**config.mk**
```make
export PLATFORM = sky130hd
export DESIGN_NAME = regfile_scanner
export DESIGN_NICKNAME = d
export VERILOG_FILES = /design/src/rtl/regfile_pkg.sv /design/src/rtl/regfile_scanner.sv
export SDC_FILE = /design/constraint.sdc
export NUM_CORES = 1
export LEC_CHECK = 0
export ABC_AREA = 0
export CAP_MARGIN = 20
export CORE_MARGIN = 2
export CORE_UTILIZATION = 49
export DETAILED_ROUTE_END_ITERATION = 6
export PLACE_DENSITY = 0.84
export SLEW_MARGIN = 5
export SYNTH_ARGS = -nofsm -noshare
export SYNTH_HDL_FRONTEND = slang
export SYNTH_SLANG_ARGS = --single-unit
```
**constraint.sdc**
```tcl
create_clock -name clk -period 2.1 [get_ports clk]
set_input_delay 0.42 -clock clk [delete_from_list [all_inputs] [get_ports clk]]
set_output_delay 0.42 -clock clk [all_outputs]
set_load 0.02 [all_outputs]
```
**src/rtl/regfile_pkg.sv**
```systemverilog
// Shared definitions for register-file clients: scanner state encodings.
package regfile_pkg;

    localparam logic [1:0] ST_IDLE  = 2'd0;
    localparam logic [1:0] ST_FETCH = 2'd1;
    localparam logic [1:0] ST_OFFER = 2'd2;
    localparam logic [1:0] ST_DONE  = 2'd3;

    typedef enum logic [1:0] {
        IDLE  = ST_IDLE,
        FETCH = ST_FETCH,
        OFFER = ST_OFFER,
        DONE  = ST_DONE
    } scan_state_e;

endpackage

```
**src/rtl/regfile_scanner.sv**
```systemverilog
// Walks every register-file entry through one read port, offering each word
// downstream with a valid/ready handshake and accumulating an XOR checksum.
module regfile_scanner
    import regfile_pkg::*;
#(
    parameter int SIZE  = 16,
    parameter int DEPTH = 8
) (
    input  logic                     clk,
    input  logic                     rst,
    input  logic                     start,
    output logic [$clog2(DEPTH)-1:0] raddr,
    input  logic [SIZE-1:0]          rdata,
    output logic [SIZE-1:0]          out_data,
    output logic [$clog2(DEPTH)-1:0] out_addr,
    output logic                     out_valid,
    input  logic                     out_ready,
    output logic                     busy,
    output logic                     done,
    output logic [SIZE-1:0]          checksum
);

    localparam int            AW       = $clog2(DEPTH);
    localparam logic [AW-1:0] LAST_PTR = AW'(DEPTH - 1);
    localparam logic [AW-1:0] PTR_ONE  = AW'(1);

    scan_state_e   state_r, state_s;
    logic [AW-1:0] ptr_r, ptr_s;
    logic [SIZE-1:0] data_r, data_s;
    logic [AW-1:0] addr_r, addr_s;
    logic [SIZE-1:0] sum_r, sum_s;
    logic          valid_r, busy_r, done_r;

    // State and datapath registers; flags are registered from the next state
    always_ff @(posedge clk) begin
        if (rst) begin
            state_r <= IDLE;
            ptr_r   <= {AW{1'b0}};
            data_r  <= {SIZE{1'b0}};
            addr_r  <= {AW{1'b0}};
            sum_r   <= {SIZE{1'b0}};
            valid_r <= 1'b0;
            busy_r  <= 1'b0;
            done_r  <= 1'b0;
        end else begin
            state_r <= state_s;
            ptr_r   <= ptr_s;
            data_r  <= data_s;
            addr_r  <= addr_s;
            sum_r   <= sum_s;
            valid_r <= (state_s == OFFER);
            busy_r  <= (state_s != IDLE);
            done_r  <= (state_s == DONE);
        end
    end

    // Next-state and datapath update for the scan sequence
    always_comb begin
        state_s = state_r;
        ptr_s   = ptr_r;
        data_s  = data_r;
        addr_s  = addr_r;
        sum_s   = sum_r;
        case (state_r)
            IDLE: begin
                if (start) begin
                    ptr_s   = {AW{1'b0}};
                    sum_s   = {SIZE{1'b0}};
                    state_s = FETCH;
                end else begin
                    state_s = IDLE;
                end
            end
            FETCH: begin
                // Capturing here keeps the offered word immune to later writes
                data_s  = rdata;
                addr_s  = ptr_r;
                state_s = OFFER;
            end
            OFFER: begin
                if (out_ready) begin
                    sum_s = sum_r ^ data_r;
                    if (ptr_r == LAST_PTR) begin
                        state_s = DONE;
                    end else begin
                        ptr_s   = ptr_r + PTR_ONE;
                        state_s = FETCH;
                    end
                end else begin
                    state_s = OFFER;
                end
            end
            DONE: begin
                state_s = IDLE;
            end
            default: begin
                state_s = IDLE;
            end
        endcase
    end

    assign raddr     = ptr_r;
    assign out_data  = data_r;
    assign out_addr  = addr_r;
    assign out_valid = valid_r;
    assign busy      = busy_r;
    assign done      = done_r;
    assign checksum  = sum_r;

endmodule

```
* Yosys cells after proc, flatten, opt, wreduce, memory -nomap -nowiden
Cells that the tools add are included.
** Word-level totals
- Flip-flop bits (word level) :: 43
- Input bits :: 20
- Output and inout port bits :: 41
- Word-level logic and storage cells :: 35
** Operators by class
- $add $sub $neg :: 1
- Equal/unequal tests :: 9
- Muxes and demuxes :: 11
- Bitwise operators :: 1
- Reductions and logical operators :: 5
** Operator list (count)
- two-way mux 16 bit :: 2
- one-hot mux 16 bit (2 select lines) :: 1
- XOR 16 bit :: 1
- two-way mux 3 bit :: 3
- == test 2 bit (second input constant) :: 4
- one-hot mux 2 bit (4 select lines) :: 1
- inequality test 2 bit (second input constant) :: 3
- one-hot mux 3 bit (2 select lines) :: 1
- two-way mux 2 bit :: 2
- AND reduction 4 bit :: 1
- nonzero test 2 bit :: 2
- adder 3 x 1 -> 3 bit (second input constant) :: 1
- == test 3 bit (second input constant) :: 1
- AND reduction 3 bit :: 1
- == test 2 x 1 -> 1 bit (second input constant) :: 1
- logical NOT 2 bit :: 1
- two-way mux 1 bit :: 1

* Longest topological paths before layout
- Word-level depth :: 5
- Mapped depth :: 6
- Gate-level depth less buffers :: 5

* Worst setup path after synthesis
No wires, ideal clock.
- Kind :: flip-flop to flip-flop
- From :: reg ptr_r[0] (netlist: raddr[0])
- To :: reg ptr_r[1] (netlist: raddr[1])
- Setup time :: 0.072 ns
- Arrival time :: 1.336 ns
- Setup slack :: 0.692 ns
- Stages on the path, launching flop included :: 6
- Buffers on the path :: 0
- Clock period less this slack :: 1.408 ns
- Path through :: dfxtp_1 -> ha_1 -> ha_1 -> nand3b_1 -> a21oi_2 -> mux2i_1
** On the way
- Cells in the longest elaborated chain, start to end :: 4
- Elaborated cells on any way between the ends :: 7
** RTL lines
- from (decl) :: RTL line regfile_scanner.sv:28 : logic [AW-1:0] ptr_r, ptr_s;
- from (signal assigned) :: RTL line regfile_scanner.sv:38 : ptr_r <= {AW{1'b0}};
- from (signal assigned) :: RTL line regfile_scanner.sv:47 : ptr_r <= ptr_s;
- adder 3 x 1 -> 3 bit :: RTL line regfile_scanner.sv:86 : ptr_s = ptr_r + PTR_ONE;
- two-way mux 3 bit :: RTL line regfile_scanner.sv:83 : if (ptr_r == LAST_PTR) begin
- two-way mux 3 bit :: RTL line regfile_scanner.sv:81 : if (out_ready) begin
- one-hot mux 3 bit (2 select lines) :: RTL line regfile_scanner.sv:64 : case (state_r)
Several ways; a longest one is shown, not always the timed one. The select of a mux whose other input is x is not followed.
A chain may end at the register's enable or synchronous reset.

* Worst setup path in the final report
- From :: reg ptr_r[0] (netlist: raddr[0])
- To :: out raddr[0]
** RTL lines
- to (decl) :: RTL line regfile_scanner.sv:12 : output logic [$clog2(DEPTH)-1:0] raddr,
No word-level cell between the ends.

==> results.toml <==
[status]
outcome = "completed"

[floorplanning]
start_util_pct = 51.1
std_cell_rows = 22
core_area_um2 = 3690
io_pins = 61
die_area_um2 = 4350
die_x_um = 66.0
dieHeight_um = 66.0

[place]
gp_congestion = 0.768
detailedPlacementHpwl_mm = 3.28
io_buffers = 60
dp.cells = 328

[cts]
cts_buffers = 5
cts_resized = 0
clk_pin_slew_ns = 0.07
cts_setup_buffers = 0
clockBufferDepth = 2
clock-sinks = 43
insertion_delay_ns = 0.29
cts.htree.levels = 2
cts_root_buf = "clkbuf_8"
holdBufCountCts = 0
cts_tree = "done"

[critical_path]
cp_slowest_cell = "clkdlybuf4s50_1"
crit_fanout = 5
cp_cell_sequence = "clkdlybuf4s50_1"
worst-path-buf-inv = 1
start_kind = "flip-flop"
cp_top_family = "buffers and inverters"
r2r_cells = 5
path_depth = 1
worstSetupPathType = "flip-flop to primary output"
crit_required_ns = 1.68
critPathArrivalTime_ns = 1.33
cpPeakStageDelay_ns = 0.64
critPathCaptureType = "primary output"

[finish]
multi_input_area_um2 = 880
final_cell_mix = "clkdlybuf4s50_1 (60), nand2_1 (59), dfxtp_1 (43)"
diodes = 0
seq_area_um2 = 861
syn_to_final_growth_pct = 39.3
layout.nets = 309
drive_above_1_share_pct = 10.5
final-instance-count-excl-fill = 334
fill_cells = 304
layout_commonest_cell = "clkdlybuf4s50_1"

[timing]
slew_headroom_pct = 53.9
fin_tns_setup_ns = 0
setup_violations = 0
worst_pin_slew_ns = 0.677
finalHoldViolations = 0
fin_skew_ns = 0.00535
fmax_mhz = 571
drv_slew = 0
rsz0062_at_grt = "no"
min_period_ns = 1.75
fin_crit_sh_pct = 83.4

[synth]
avgSynthCellArea_um2 = 8.44
mappedNetlistArea_um2 = 1880
synth.area.top_cells = "dfxtp_1 (46%), nand2_1 (12%), a211oi_2 (6.6%), nand3b_1 (6.4%), a21oi_1 (5.6%)"
ys_seq_elements = 43
ys_types = 30
synth_top_area_share_pct = 45.7
syn_inst = 223
yosysSeqAreaShare_pct = 45.7
yosysWarningCount = 0
syn_nets = 245
synth_area_leader_cell = "dfxtp_1"

[detailed_routing]
route.vias.total = 1729
routed_wl_mm = 4.43
first_iter_violations = 39
wire_per_inst_um = 13.3
drt-pass1-iter-count = 4
drcViolationCount = 0
via_per_inst = 5.18
antenna_left = 0

[hold_path]
holdPathStages = 2
hold_path.class = "flip-flop to flip-flop"

[global_route]
antenna_found_initial = 0
track_usage_pct = 22.5
grt_pass1_vias = 1661
grt_max_degree = 20
grt_pass1_wl_mm = 7.63
grt_overflow = 0

[power_and_ir_drop]
clkPwrFrac_pct = 29.8
p_per_area_nw_per_um2 = 613
comb_power_share_pct = 16.4
p_leak_uw = 0.000895
ir_drop_mv = 0.484
power_switching_uw = 420
internal-power_uw = 1190
p_seq_share_pct = 53.8
power_switching_share_pct = 26.1

[job]
max_cap_violations = 0
-- worst paths after layout --
path / startpoint / to / slack (ns)
max: raddr[0]$_SDFFE_PP0P_ / raddr[0] / 0.35
min: out_addr[1]$_SDFFE_PP0N_ / out_addr[1]$_SDFFE_PP0N_ / 0.46
max reg2reg: state_r[1]$_SDFF_PP0_ / out_addr[2]$_SDFFE_PP0N_ / 0.59
min reg2reg: out_addr[1]$_SDFFE_PP0N_ / out_addr[1]$_SDFFE_PP0N_ / 0.46
-- cells in the mapped netlist --
| master | instances |
|---|---|
| clkinv_1 | 1 |
| nor2_1 | 2 |
| mux2i_1 | 2 |
| nor3_1 | 1 |
| inv_1 | 15 |
| and4bb_1 | 1 |
| o311ai_1 | 1 |
| mux2i_4 | 1 |
| o21ai_1 | 10 |
| nand2_1 | 59 |
| a211oi_2 | 10 |
| a21oi_2 | 1 |
| ha_1 | 2 |
| buf_6 | 1 |
| nor2b_1 | 2 |
| buf_2 | 3 |
| and2_1 | 1 |
| o21bai_1 | 1 |
| a211oi_1 | 5 |
| o21ai_0 | 6 |
| buf_1 | 1 |
| a21oi_1 | 21 |
| nand3b_1 | 16 |
| buf_4 | 4 |
| clkbuf_1 | 6 |
| o2bb2ai_1 | 1 |
| nor3b_2 | 1 |
| nor3b_1 | 1 |
| nand2b_1 | 4 |
| dfxtp_1 | 43 |
-- routing by layer --
layer,routed length [µm],track usage (%)
met1,2010,28.8
met2,2140,37.8
met3,213,4.94
met4,70,7.14
met5,0,0
-- cells by family after synthesis --
family	Yosys count	synth area share, %
simple gates	88	22.9
compound gates	56	20.3
flops	43	45.7
buf+inv	31	7.57
mux	3	2.26
fa+ha+maj	2	1.33
-- power groups by stage --
stage / sequential [µW] / clock, µW / combinational, µW
after floorplan: 904 / 0 / 129
after global placement: 884 / 0 / 261
after detailed placement: 884 / 0 / 265
after CTS: 866 / 490 / 266
after global routing: 869 / 521 / 288
final: 866 / 479 / 263
-- through the flow --
stage	setup slack (ns)	power [µW]	instance area [µm²]	utilization, %	hold WS (ns)
global route	0.276	1680	2620	71.1	0.485
floorplan	0.692	1030	1880	-	0.535
finish	0.349	1610	2620	71.1	0.461
detailed placement	0.178	1150	2550	69.2	0.452
global placement	0.210	1140	2550	69.2	0.444
CTS	0.333	1620	2620	71.1	0.465
-- registers in the layout, summed over array words and instances, names as in the netlist --
register   flops
checksum      16
out_data      16
out_addr       3
raddr          3
state_r        2
busy           1
done           1
out_valid      1
-- final cells by class --
type                            instances  share of cell area, %
Clock buffer                            6                   2.77
Inverter                               16                   2.29
Multi-Input combinational cell        149                   33.5
Sequential cell                        43                   32.8
Tap cell                               48                   2.29
Timing Repair Buffer                   72                   26.3
Note: power is estimated with default switching activity, not from simulation.
